===== src/rtl/adder_acc_ctrl.sv =====
// Beat sequencer and adder-tree accumulator between DSP-output collection and layer write-back.
// Optional macro ADDER_ACC_SAT_EN: saturate accumulator updates to signed ACC_W limits.
module adder_acc_ctrl #(
    parameter int unsigned DATA_W   = 16,
    parameter int unsigned N_INPUTS = 4,
    parameter int unsigned ACC_W    = 32,
    parameter int unsigned LEN_W    = 16
) (
    input  logic                         clk,
    input  logic                         rst,
    input  logic                         start,
    input  logic [LEN_W-1:0]             cfg_len,
    output logic                         busy,
    input  logic                         in_valid,
    output logic                         in_ready,
    input  logic [N_INPUTS*DATA_W-1:0]   data_in,
    output logic                         out_valid,
    input  logic                         out_ready,
    output logic [ACC_W-1:0]             data_out,
    output logic                         done
);

    typedef enum logic [1:0] {
        StIdle,
        StAcc,
        StDrain,
        StDone
    } state_e;

    state_e             state_q, state_d;
    logic [LEN_W-1:0]   len_q, len_d;
    logic [LEN_W-1:0]   cnt_q, cnt_d;
    logic [ACC_W-1:0]   acc_q, acc_d;
    logic [ACC_W-1:0]   sum_q, sum_d;
    logic               sum_v_q, sum_v_d;
    logic               done_q, done_d;
    logic [ACC_W-1:0]   tree_sum;
    logic [ACC_W-1:0]   acc_next;

    // Lanes are sign-extended to ACC_W before summing; the tree wraps modulo 2^ACC_W.
    always_comb begin
        tree_sum = '0;
        for (int i = 0; i < int'(N_INPUTS); i++) begin
            tree_sum = tree_sum + ACC_W'($signed(data_in[i*DATA_W +: DATA_W]));
        end
    end

`ifdef ADDER_ACC_SAT_EN
    localparam logic [ACC_W-1:0] AccMax = {1'b0, {(ACC_W-1){1'b1}}};
    localparam logic [ACC_W-1:0] AccMin = {1'b1, {(ACC_W-1){1'b0}}};
    logic [ACC_W:0] acc_wide;

    always_comb begin
        acc_wide = {acc_q[ACC_W-1], acc_q} + {sum_q[ACC_W-1], sum_q};
        // Top two bits disagree only on signed overflow; the extra bit gives the true sign.
        if (acc_wide[ACC_W] != acc_wide[ACC_W-1]) begin
            acc_next = acc_wide[ACC_W] ? AccMin : AccMax;
        end else begin
            acc_next = acc_wide[ACC_W-1:0];
        end
    end
`else
    always_comb begin
        acc_next = acc_q + sum_q;
    end
`endif

    always_comb begin
        state_d   = state_q;
        len_d     = len_q;
        cnt_d     = cnt_q;
        acc_d     = acc_q;
        sum_d     = sum_q;
        sum_v_d   = 1'b0;
        done_d    = 1'b0;
        in_ready  = 1'b0;
        out_valid = 1'b0;
        busy      = (state_q != StIdle);

        if (sum_v_q) begin
            acc_d = acc_next;
        end

        unique case (state_q)
            StIdle: begin
                if (start) begin
                    len_d   = cfg_len;
                    cnt_d   = '0;
                    acc_d   = '0;
                    state_d = (cfg_len == '0) ? StDone : StAcc;
                end
            end
            StAcc: begin
                in_ready = 1'b1;
                if (in_valid) begin
                    sum_d   = tree_sum;
                    sum_v_d = 1'b1;
                    cnt_d   = cnt_q + LEN_W'(1);
                    if (cnt_d == len_q) begin
                        state_d = StDrain;
                    end
                end
            end
            StDrain: begin
                state_d = StDone;
            end
            StDone: begin
                out_valid = 1'b1;
                if (out_ready) begin
                    done_d  = 1'b1;
                    state_d = StIdle;
                end
            end
            default: begin
                state_d = StIdle;
            end
        endcase
    end

    always_ff @(posedge clk) begin
        if (rst) begin
            state_q <= StIdle;
            len_q   <= '0;
            cnt_q   <= '0;
            acc_q   <= '0;
            sum_q   <= '0;
            sum_v_q <= 1'b0;
            done_q  <= 1'b0;
        end else begin
            state_q <= state_d;
            len_q   <= len_d;
            cnt_q   <= cnt_d;
            acc_q   <= acc_d;
            sum_q   <= sum_d;
            sum_v_q <= sum_v_d;
            done_q  <= done_d;
        end
    end

    assign data_out = acc_q;
    assign done     = done_q;

endmodule


===== config.mk =====
export PLATFORM = sky130hd
export DESIGN_NAME = adder_acc_ctrl
export DESIGN_NICKNAME = d
export VERILOG_FILES = /design/src/rtl/adder_acc_ctrl.sv
export SDC_FILE = /design/constraint.sdc
export NUM_CORES = 1
export LEC_CHECK = 0
export BUFFER_PORTS_ARGS = -buffer_cell sky130_fd_sc_hd__buf_2
export CAP_MARGIN = 20
export CORE_AREA = 4 4 121 135
export CTS_CLUSTER_SIZE = 8
export DETAILED_ROUTE_END_ITERATION = 8
export DIE_AREA = 0 0 125 139
export MAX_ROUTING_LAYER = met4
export PLACE_DENSITY = 0.77
export RECOVER_POWER = 25
export SKIP_LAST_GASP = 1
export SLEW_MARGIN = 10
export SYNTH_ARGS = -nofsm -noshare
export SYNTH_HDL_FRONTEND = slang
export SYNTH_SLANG_ARGS = --single-unit

===== constraint.sdc =====
create_clock -name clk -period 7.73 [get_ports clk]
set_clock_uncertainty 0.1 [all_clocks]
set_input_delay 1.546 -clock clk [delete_from_list [all_inputs] [get_ports clk]]
set_output_delay 1.546 -clock clk [all_outputs]
set_load 0.02 [all_outputs]

==> out/metrics.csv, run 1 <==
stage;metric;value;unit
timing;fin_crit_sh;62.0;%
synth;ys_async_sr_fraction;0;%
synth;synth_top_area_cell;dfxtp_1;
clocking;clockRootBuffer;clkbuf_16;
grt;grt_pass1_vias;6065;
timing;fmax;209;MHz
clocking;cts_buffer_depth;2;
timing;fin_tns_setup;0;ps
timing;setup_viol;0;
clocking;cts_buffers;9;
critical_path;end_kind;flop;
drt;antenna_left;0;
synth;ys_seq_elements;87;
critical_path;reg2reg_depth;9;
final_layout;nNetsFinal;1182;
floorplanning;fp.dieW;125;um
critical_path;r2r_end;data_out[31];
hold_path;hold_end;sum_q[6];
grt;antenna_found_initial;0;
drt;drcViolationCount;0;
placement;dpl.hpwl;12300;um
synth;synth_common_cells;inv_1 (108), nand2_1 (96), a21oi_1 (95);
synth;synth_top_area_share;24.5;%
pwr;p_leak;3.85;nW
drt;post_drt_wl_per_cell;13.2;um
critical_path;r2r-start;sum_q[30];
synth;synthCells;904;
critical_path;required;7840;ps
timing;worstMarginPinSlew;2440;ps
hold_path;whs_path_depth;2;
timing;period_minus_slack;4790;ps
synth;synth_edf_count;0;
drt;routed_wl;16000;um
drt;vias_per_cell;5.31;
drt;drtIter0Drc;353;
final_layout;num_antenna_cells;0;
timing;finalHoldViolations;0;
timing;rsz0062_at_grt;no;
synth;synthFlopType;dfxtp_1;
critical_path;startpoint;rst;
grt;overflow;0;
hold_path;hp-start;sum_q[6];
synth;synth.area.top_cells;dfxtp_1 (25%), ha_1 (9.7%), fa_1 (9.6%);
synth;ys_warn_count;0;
placement;pre_cts_ws;2730;ps
synth;syn-cell-area;7100;sq um
final_layout;final_cell_count_no_fill;1209;
floorplanning;die_h;139;um
timing;slew_viol_final;57;
drt;drt_pass1_iterations;8;
final_layout;area_growth;14.4;%
grt;grt_max_degree;57;
clocking;cts_setup_buffers;0;
synth;syn_nets;1078;
critical_path;rrSetupSlack;4400;ps
placement;gp_congestion;0.898;
outcome;status;finished with violations;
grt;grt_first_pass_wirelength;27800;um
timing;postLayoutSetupSlackWorst;2940;ps
final_layout;n_fill_cell;1434;
placement;place_inst;1193;
hold_path;hold_class;flop to flop;
clocking;clock-sinks;87;
timing;hold_slack;363;ps
pwr;cellPowerDensity;214;nW/um^2
clocking;path_clk_slew;60;ps
clocking;cts-htree-levels;3;
floorplanning;start_util;47.5;%
drt;vias;6420;
final_layout;fin_util;54.4;%
floorplanning;fp-row-count;47;
synth;seq_area_frac_synth;24.5;%
synth;avgSynthCellArea;7.85;sq um
floorplanning;dieArea;17400;sq um
clocking;cts_resized;0;
floorplanning;core;14900;sq um
critical_path;crit_arrival;4900;ps
synth;yosysMostFrequentCell;inv_1;
final_layout;drive_gt1_share;14.2;%
clocking;clkLatencyLatePin;340;ps
pwr;ir_drop;0.110;mV
clocking;hold_buffers;0;
timing;slew_headroom;-62.7;%
critical_path;critPathKind;input pin to flop;
critical_path;path_max_fanout;56;
grt;grt_util_all_layers;19.0;%
floorplanning;io-pin-count;121;
synth;synthDistinctLibCells;68;
outcome;violations;capacitance limit, slew limit;
critical_path;crit_path_start_kind;input pin;
clocking;cts_tree;built;
flow_run;cap_violations;1;
placement;portBuffers;120;
==> cell type report <==
cell class,instances,area (sq um),area share [%]
clock inverter,6,90.1,1.11
clock buffer,10,239,2.94
tap,196,245,3.02
multi-input combinational,677,4780,58.9
inverter,109,409,5.04
timing repair buffer,124,609,7.51
sequential,87,1740,21.5
==> cells in the final DEF, fill, tap and decap left out, drive strengths merged, types with 10 or more instances in the layout <==
cell type	instances
nor2	89
nand2	96
mux2i	18
a21o	18
or3	11
nor3	15
nand3	20
o21ai	46
nor4	10
buf	109
dfxtp	87
ha	55
xnor2	34
a31oi	12
fa	34
and3	12
clkbuf	25
a21oi	95
nand4	11
xor2	21
inv	110
==> sequential cells by signal, indices dropped and copies added, names as in the netlist <==
| register | cells |
|---|---|
| data_out | 32 |
| len_q | 16 |
| cnt_q | 16 |
| done | 1 |
| state_q | 2 |
| sum_v_q | 1 |
| sum_q | 19 |
==> through the flow <==
step | cell area [sq um] | total power, mW
5_1_grt | 8120 | 1.89
4_1_cts | 8140 | 1.75
6_report | 8120 | 1.74
3_5_place_dp | 7810 | 1.27
2_1_floorplan | 7100 | 1.11
3_3_place_gp | 7810 | 1.25
==> metal layers <==
metal / up-vias / routed length (um) / track usage [%]
met5: - / 0 / -
met4: 0 / 255 / 5.08
met3: 24 / 747 / 2.77
met2: 153 / 7490 / 31.1
met1: 2941 / 7470 / 24.7
li1: 3302 / - / -
==> power breakdown <==
group / switching [mW] / leakage (nW) / internal [mW]
clock network: 0.185 / 0.159 / 0.294
logic: 0.438 / 2.98 / 0.288
registers: 0.0428 / 0.705 / 0.491
total: 0.666 / 3.85 / 1.07
==> worst max-delay path, stage by stage <==
cell and delay [ps]:
buf_2 80, clkbuf_1 1730, inv_1 510, nand2_1 180, buf_4 360, or3_1 190
nor2_1 40, a31oi_1 140, o211ai_1 110
==> worst max path at each step <==
stage                    to  slack (ps)  cells after the start
2_1_floorplan     sum_q[16]        3080                     14
3_3_place_gp      sum_q[16]        2820                     15
3_5_place_dp      sum_q[15]        2730                     16
4_1_cts           sum_q[15]        3080                     16
5_1_grt        data_out[30]        2640                      9
6_report       data_out[30]        2940                      9
==> cell families (layout without fill, tap and decap cells) <==
kind of cell	count (synthesis)	count (layout)	share of synthesized area, %
AND/OR/NAND/NOR	294	294	19.3
AO/OA/AOI/OAI	220	220	19.3
buffers and inverters	140	249	8.07
adder cells (fa/ha/maj)	89	89	19.3
flip-flops	87	87	24.5
XOR/XNOR	55	55	6.79
multiplexers	19	19	2.75
No activity file was read; power rests on OpenSTA's default activity.
==> run 2: changes to the inputs <==
Settings changed: ABC_AREA set to 1, CORE_AREA 4 4 121 135 to 4 4 125 139, DIE_AREA 0 0 125 139 to 0 0 129 143, PLACE_DENSITY 0.77 to 0.79.
Clock period 7.73 ns to 4.3 ns, I/O delays scaled along.
==> run 2 against run 1 <==
  * The run still ends with capacitance limit, slew limit left
  * Critical path depth increased by 9
  * Count of clock-buffer cells in the layout decreased by 1
  * Via count increased by 16%
  * Power increased by 99%
  * Register-to-register slack got worse by 2800 ps
  * Critical path type unchanged
  * Largest cell class unchanged
  * Highest routed layer unchanged
==> out/metrics.csv, run 2 <==
stage;metric;value;unit
timing;fin_crit_sh;84.5;%
critical_path;path_common_cell;inv_1;
final_layout;drive_gt1_share;10.4;%
pwr;p_leak;4.35;nW
clocking;hold_buffers;0;
synth;synth_top_area_share;23.0;%
clocking;cts_buffer_depth;2;
timing;finalHoldViolations;0;
hold_path;whs_path_depth;2;
placement;dpl.hpwl;15400;um
synth;ys_async_sr_fraction;0;%
clocking;path_clk_slew;70;ps
clocking;clkLatencyLatePin;350;ps
synth;synthFlopType;dfxtp_1;
synth;avgSynthCellArea;6.52;sq um
floorplanning;die_h;143;um
floorplanning;dieArea;18400;sq um
grt;grt_util_all_layers;21.6;%
floorplanning;core;16100;sq um
drt;vias_per_cell;5.05;
synth;synthDistinctLibCells;40;
final_layout;nNetsFinal;1446;
grt;grt_max_degree;54;
timing;slew_viol_final;30;
timing;fin_tns_setup;0;ps
synth;yosysMostFrequentCell;inv_1;
critical_path;required;4500;ps
outcome;status;finished with violations;
floorplanning;start_util;47.1;%
final_layout;fin_util;53.9;%
synth;synth_common_cells;inv_1 (217), nand2_1 (214), nor2_1 (157);
placement;gp_congestion;0.905;
clocking;cts_buffers;9;
timing;fmax;275;MHz
pwr;total_power;3.46;mW
timing;period_minus_slack;3630;ps
critical_path;critPathKind;input pin to flop;
synth;synth_top_area_cell;dfxtp_1;
critical_path;path_max_fanout;3;
synth;ys_warn_count;0;
synth;syn_nets;1334;
synth;ys_seq_elements;87;
floorplanning;io-pin-count;121;
final_layout;most-common-layout-cells;inv_1 (217), nand2_1 (214), nor2_1 (157);
outcome;violations;capacitance limit, slew limit;
drt;routed_wl;18800;um
clocking;cts_setup_buffers;0;
final_layout;num_antenna_cells;0;
clocking;cts_resized;0;
synth;synth_compound_area_share;15.9;%
critical_path;crit_arrival;3830;ps
clocking;clock-sinks;87;
final_layout;area_growth;14.5;%
synth;synth.area.top_cells;dfxtp_1 (23%), inv_1 (11%), nand2_1 (11%);
synth;seq_area_frac_synth;23.0;%
clocking;clockRootBuffer;clkbuf_16;
drt;antenna_left;0;
placement;portBuffers;120;
drt;post_drt_wl_per_cell;12.7;um
timing;worstMarginPinSlew;1510;ps
drt;drtIter0Drc;463;
critical_path;r2r-start;state_q[0];
final_layout;largest_reg_flops;32;
floorplanning;fp.dieW;129;um
final_layout;mostFrequentLayoutCell;inv_1;
grt;grt_first_pass_wirelength;32000;um
critical_path;slowest_delay;580;ps
critical_path;worst_path_max_delay_cell;fa_1;
synth;muxShareOfSynthArea;0;%
drt;drt_pass1_iterations;5;
critical_path;rrSetupSlack;1630;ps
hold_path;hp-start;len_q[15];
synth;synthXorXnorAreaFrac;3.54;%
grt;grt_pass1_vias;7059;
pwr;cellPowerDensity;400;nW/um^2
pwr;ir_drop;0.221;mV
timing;setup_viol;0;
synth;synth_edf_count;0;
timing;slew_headroom;-0.579;%
critical_path;reg2reg_depth;10;
synth;syn-cell-area;7560;sq um
synth;synthCells;1160;
drt;drcViolationCount;0;
grt;antenna_found_initial;0;
drt;vias;7475;
flow_run;cap_violations;1;
critical_path;crit_chain;buf_2 -> inv_1 -> fa_1 -> fa_1 -> inv_1 -> ha_1 -> inv_1 -> fa_1 -> o21ai_2 -> nand2_1 -> nand2_1 -> nand2_1 -> a21oi_1 -> nor2_1 -> o21ai_0 -> a21oi_1 -> or2_1 -> inv_1;
synth;synth_top_family_by_area;simple AND/OR/NAND/NOR gates;
timing;rsz0062_at_grt;no;
hold_path;hold_class;flop to flop;
hold_path;hold_end;len_q[15];
synth;synthSimpleGateAreaFrac;27.4;%
clocking;cts_tree;built;
clocking;cts-htree-levels;3;
critical_path;crit_path_start_kind;input pin;
critical_path;r2r_end;data_out[16];
grt;overflow;0;
critical_path;end_kind;flop;
synth;synth_fa_ha_area_share;18.1;%
floorplanning;fp-row-count;49;
[run 2: metrics by stage]
step                std cells  setup slack [ps]  cell area (sq um)  hold slack (ps)
floorplan                1160               599               7560              344
global placement         1464               331               8350              358
detailed placement       1465               299               8350              364
CTS                      1479               674               8690              374
global route             1479               417               8650              400
finish                   1479               667               8650              377
[run 2: logic make-up after synthesis]
logic type / count (synthesis)
compound gates: 220
xor+xnor: 29
fa+ha+maj: 89
buf+inv: 242
flops: 87
simple gates: 493
[run 2: routing by layer]
metal	GRT usage, %	wire length (um)	vias to the layer above
met5	-	0	-
met4	7.74	459	0
met3	2.69	894	31
met2	34.6	8770	178
met1	28.3	8710	3346
li1	-	-	3920
[run 2: worst max-delay path by stage]
stage / from / to / cells after the start
6_report: data_in[1] / sum_q[11] / 18
5_1_grt: data_in[1] / sum_q[11] / 18
4_1_cts: data_in[1] / sum_q[11] / 18
3_5_place_dp: data_in[1] / sum_q[11] / 18
3_3_place_gp: data_in[1] / sum_q[11] / 18
2_1_floorplan: data_in[1] / sum_q[11] / 17
[run 2: layout make-up]
type / instances / area (sq um)
Fill cell: 1595 / 7410
Multi-Input combinational cell: 831 / 4910
Sequential cell: 87 / 1740
Inverter: 220 / 826
Timing Repair Buffer: 123 / 587
Tap cell: 204 / 255
Clock buffer: 9 / 225
Clock inverter: 5 / 108
[run 2: critical path, delay by kind of cell]
kind | cells | cell delay, ps
AO/OA/AOI/OAI | 4 | 540
adder cells (fa/ha/maj) | 4 | 1580
buffers and inverters | 5 | 300
AND/OR/NAND/NOR | 5 | 540
[run 2: report_power, final]
group / switching [mW] / total (mW) / internal (mW)
registers: 0.116 / 1.04 / 0.924
logic: 0.973 / 1.52 / 0.551
clock network: 0.332 / 0.896 / 0.564
==> run 3: changes to the inputs <==
Settings changed: ABC_AREA 1 to 0, CORE_AREA 4 4 125 139 to 4 4 121 135, DIE_AREA 0 0 129 143 to 0 0 125 139, PLACE_DENSITY 0.79 to 0.77.
Clock period 4.3 ns to 3.5 ns, I/O delays scaled along.
==> run 3 against run 2 <==
  * Sequential share of layout area up 0.68 points
  * Cell count down 17%
  * Worst hold slack worse by 15 ps
  * Clock power up 9.6%
  * The run now ends clean
  * Largest power group unchanged
  * Critical endpoint is now sum_q[16]
  * Highest routed layer unchanged
==> out/metrics.csv, run 3 (synthesized netlist as in run 1, its figures left out) <==
stage;metric;value;unit
critical_path;cp.depth;15;
floorplanning;fp-row-count;47;
final_layout;fin_util;56.0;%
hold_path;hold_class;flop to flop;
clocking;clkLatencyLatePin;350;ps
clocking;cts_tree;built;
floorplanning;fp.dieW;125;um
floorplanning;start_util;47.5;%
critical_path;worstSetupEndpoint;sum_q[16];
critical_path;r2r-start;sum_q[1];
final_layout;n_fill_cell;1422;
timing;fmax;286;MHz
timing;rsz0062_at_grt;yes;
clocking;cts_buffer_depth;2;
drt;drcViolationCount;0;
critical_path;end_kind;flop;
final_layout;num_antenna_cells;0;
drt;drt_pass1_iterations;5;
timing;postLayoutSetupSlackWorst;2.07;ps
critical_path;critical_path_buf_inv_count;3;
critical_path;slowest_delay;550;ps
final_layout;mostFrequentLayoutCell;inv_1;
grt;grt_first_pass_wirelength;28200;um
floorplanning;io-pin-count;121;
critical_path;r2r_end;data_out[31];
timing;fin_crit_sh;99.9;%
drt;vias;6542;
final_layout;nNetsFinal;1207;
timing;slew_headroom;45.5;%
timing;setup_viol;0;
timing;period_minus_slack;3500;ps
grt;grt_pass1_vias;6248;
placement;gp_congestion;0.887;
critical_path;rrSetupSlack;410;ps
final_layout;most-common-layout-cells;inv_1 (105), nand2_1 (96), a21oi_1 (91), buf_2 (91), nor2_1 (89);
final_layout;drive_gt1_share;16.7;%
critical_path;path_max_fanout;3;
clocking;clock-sinks;87;
grt;antenna_found_initial;0;
clocking;hold_buffers;0;
placement;pre_cts_ws;-523;ps
grt;grt_max_degree;56;
placement;portBuffers;120;
drt;post_drt_wl_per_cell;13.4;um
pwr;cellPowerDensity;478;nW/um^2
floorplanning;die_h;139;um
drt;vias_per_cell;5.30;
critical_path;critPathKind;input pin to flop;
hold_path;whs_path_depth;2;
clocking;cts_buffers;9;
hold_path;hp-start;sum_q[12];
placement;dpl.hpwl;12700;um
critical_path;path_delay_family;compound AO/OA/AOI/OAI gates;
final_layout;area_growth;17.8;%
outcome;status;finished clean;
critical_path;crit_path_start_kind;input pin;
drt;antenna_left;0;
clocking;cts-htree-levels;3;
pwr;ir_drop;0.268;mV
timing;fin_tns_setup;0;ps
critical_path;reg2reg_depth;10;
drt;routed_wl;16600;um
drt;drtIter0Drc;386;
critical_path;crit_chain;buf_2 -> inv_1 -> fa_1 -> fa_1 -> inv_1 -> ha_1 -> a21o_1 -> a21o_1 -> a21oi_2 -> o31ai_4 -> a41oi_2 -> a21oi_2 -> a21oi_1 -> xnor2_1 -> a22o_1;
critical_path;crit_arrival;3640;ps
critical_path;startpoint;data_in[34];
pwr;total_power;4.00;mW
critical_path;worst_path_max_delay_cell;fa_1;
clocking;clockRootBuffer;clkbuf_16;
grt;overflow;0;
final_layout;largest_reg_flops;32;
pwr;p_leak;3.91;nW
flow_run;cap_violations;0;
clocking;path_clk_slew;60;ps
timing;finalHoldViolations;0;
grt;grt_util_all_layers;19.4;%
timing;slew_viol_final;0;
floorplanning;core;14900;sq um
floorplanning;dieArea;17400;sq um
critical_path;required;3640;ps
timing;worstMarginPinSlew;812;ps
-- run 3: power by group --
part / leakage [nW] / internal (mW) / switching (mW)
combinational: 3.06 / 0.786 / 1.06
clock: 0.146 / 0.560 / 0.422
sequential: 0.705 / 1.08 / 0.0865
total: 3.91 / 2.43 / 1.57
-- run 3: worst min path at each step --
| stage | end | slack [ps] |
|---|---|---|
| 6_report | sum_q[12] | 360 |
| 5_1_grt | sum_q[12] | 380 |
| 4_1_cts | sum_q[12] | 370 |
| 3_5_place_dp | sum_q[12] | 360 |
| 3_3_place_gp | sum_q[12] | 350 |
| 2_1_floorplan | sum_q[10] | 340 |
-- run 3: cell type report --
class | instances | area (sq um) | share of cell area (%)
Inverter | 109 | 417 | 4.98
Timing Repair Buffer | 149 | 797 | 9.53
Tap cell | 196 | 245 | 2.93
Sequential cell | 87 | 1740 | 20.8
Clock inverter | 7 | 81.3 | 0.972
Clock buffer | 9 | 225 | 2.69
Multi-Input combinational cell | 677 | 4860 | 58.1
-- run 3: what timing repair did --
| item | in CTS | in global routing |
|---|---|---|
| pin swaps | 10 | 9 |
| buffers inserted | 0 | 4 |
| resized for setup | 7 | 5 |
| setup endpoints to repair | 4 | 9 |
| hold endpoints to repair | 0 | 0 |
-- run 3: metrics by stage --
step	hold slack (ps)	cells	cell area, sq um
floorplan	336	904	7150
finish	363	1234	8360
detailed placement	360	1214	8020
global route	383	1234	8360
global placement	348	1214	8020
CTS	367	1230	8350
-- run 3: routing by layer --
layer  vias up  GRT usage (%)  routed length (um)
met5         -              -                   0
li1       3346              -                   -
met2       144           32.5                7950
met1      3024           23.7                7510
met4         0           5.65                 308
met3        28           3.93                 813
-- run 3: tightest hold or removal path: cells and delay by family (launching register included) --
family          cells  cell delay (ps)
compound gates      1               50
flops               1              320
simple gates        1               50
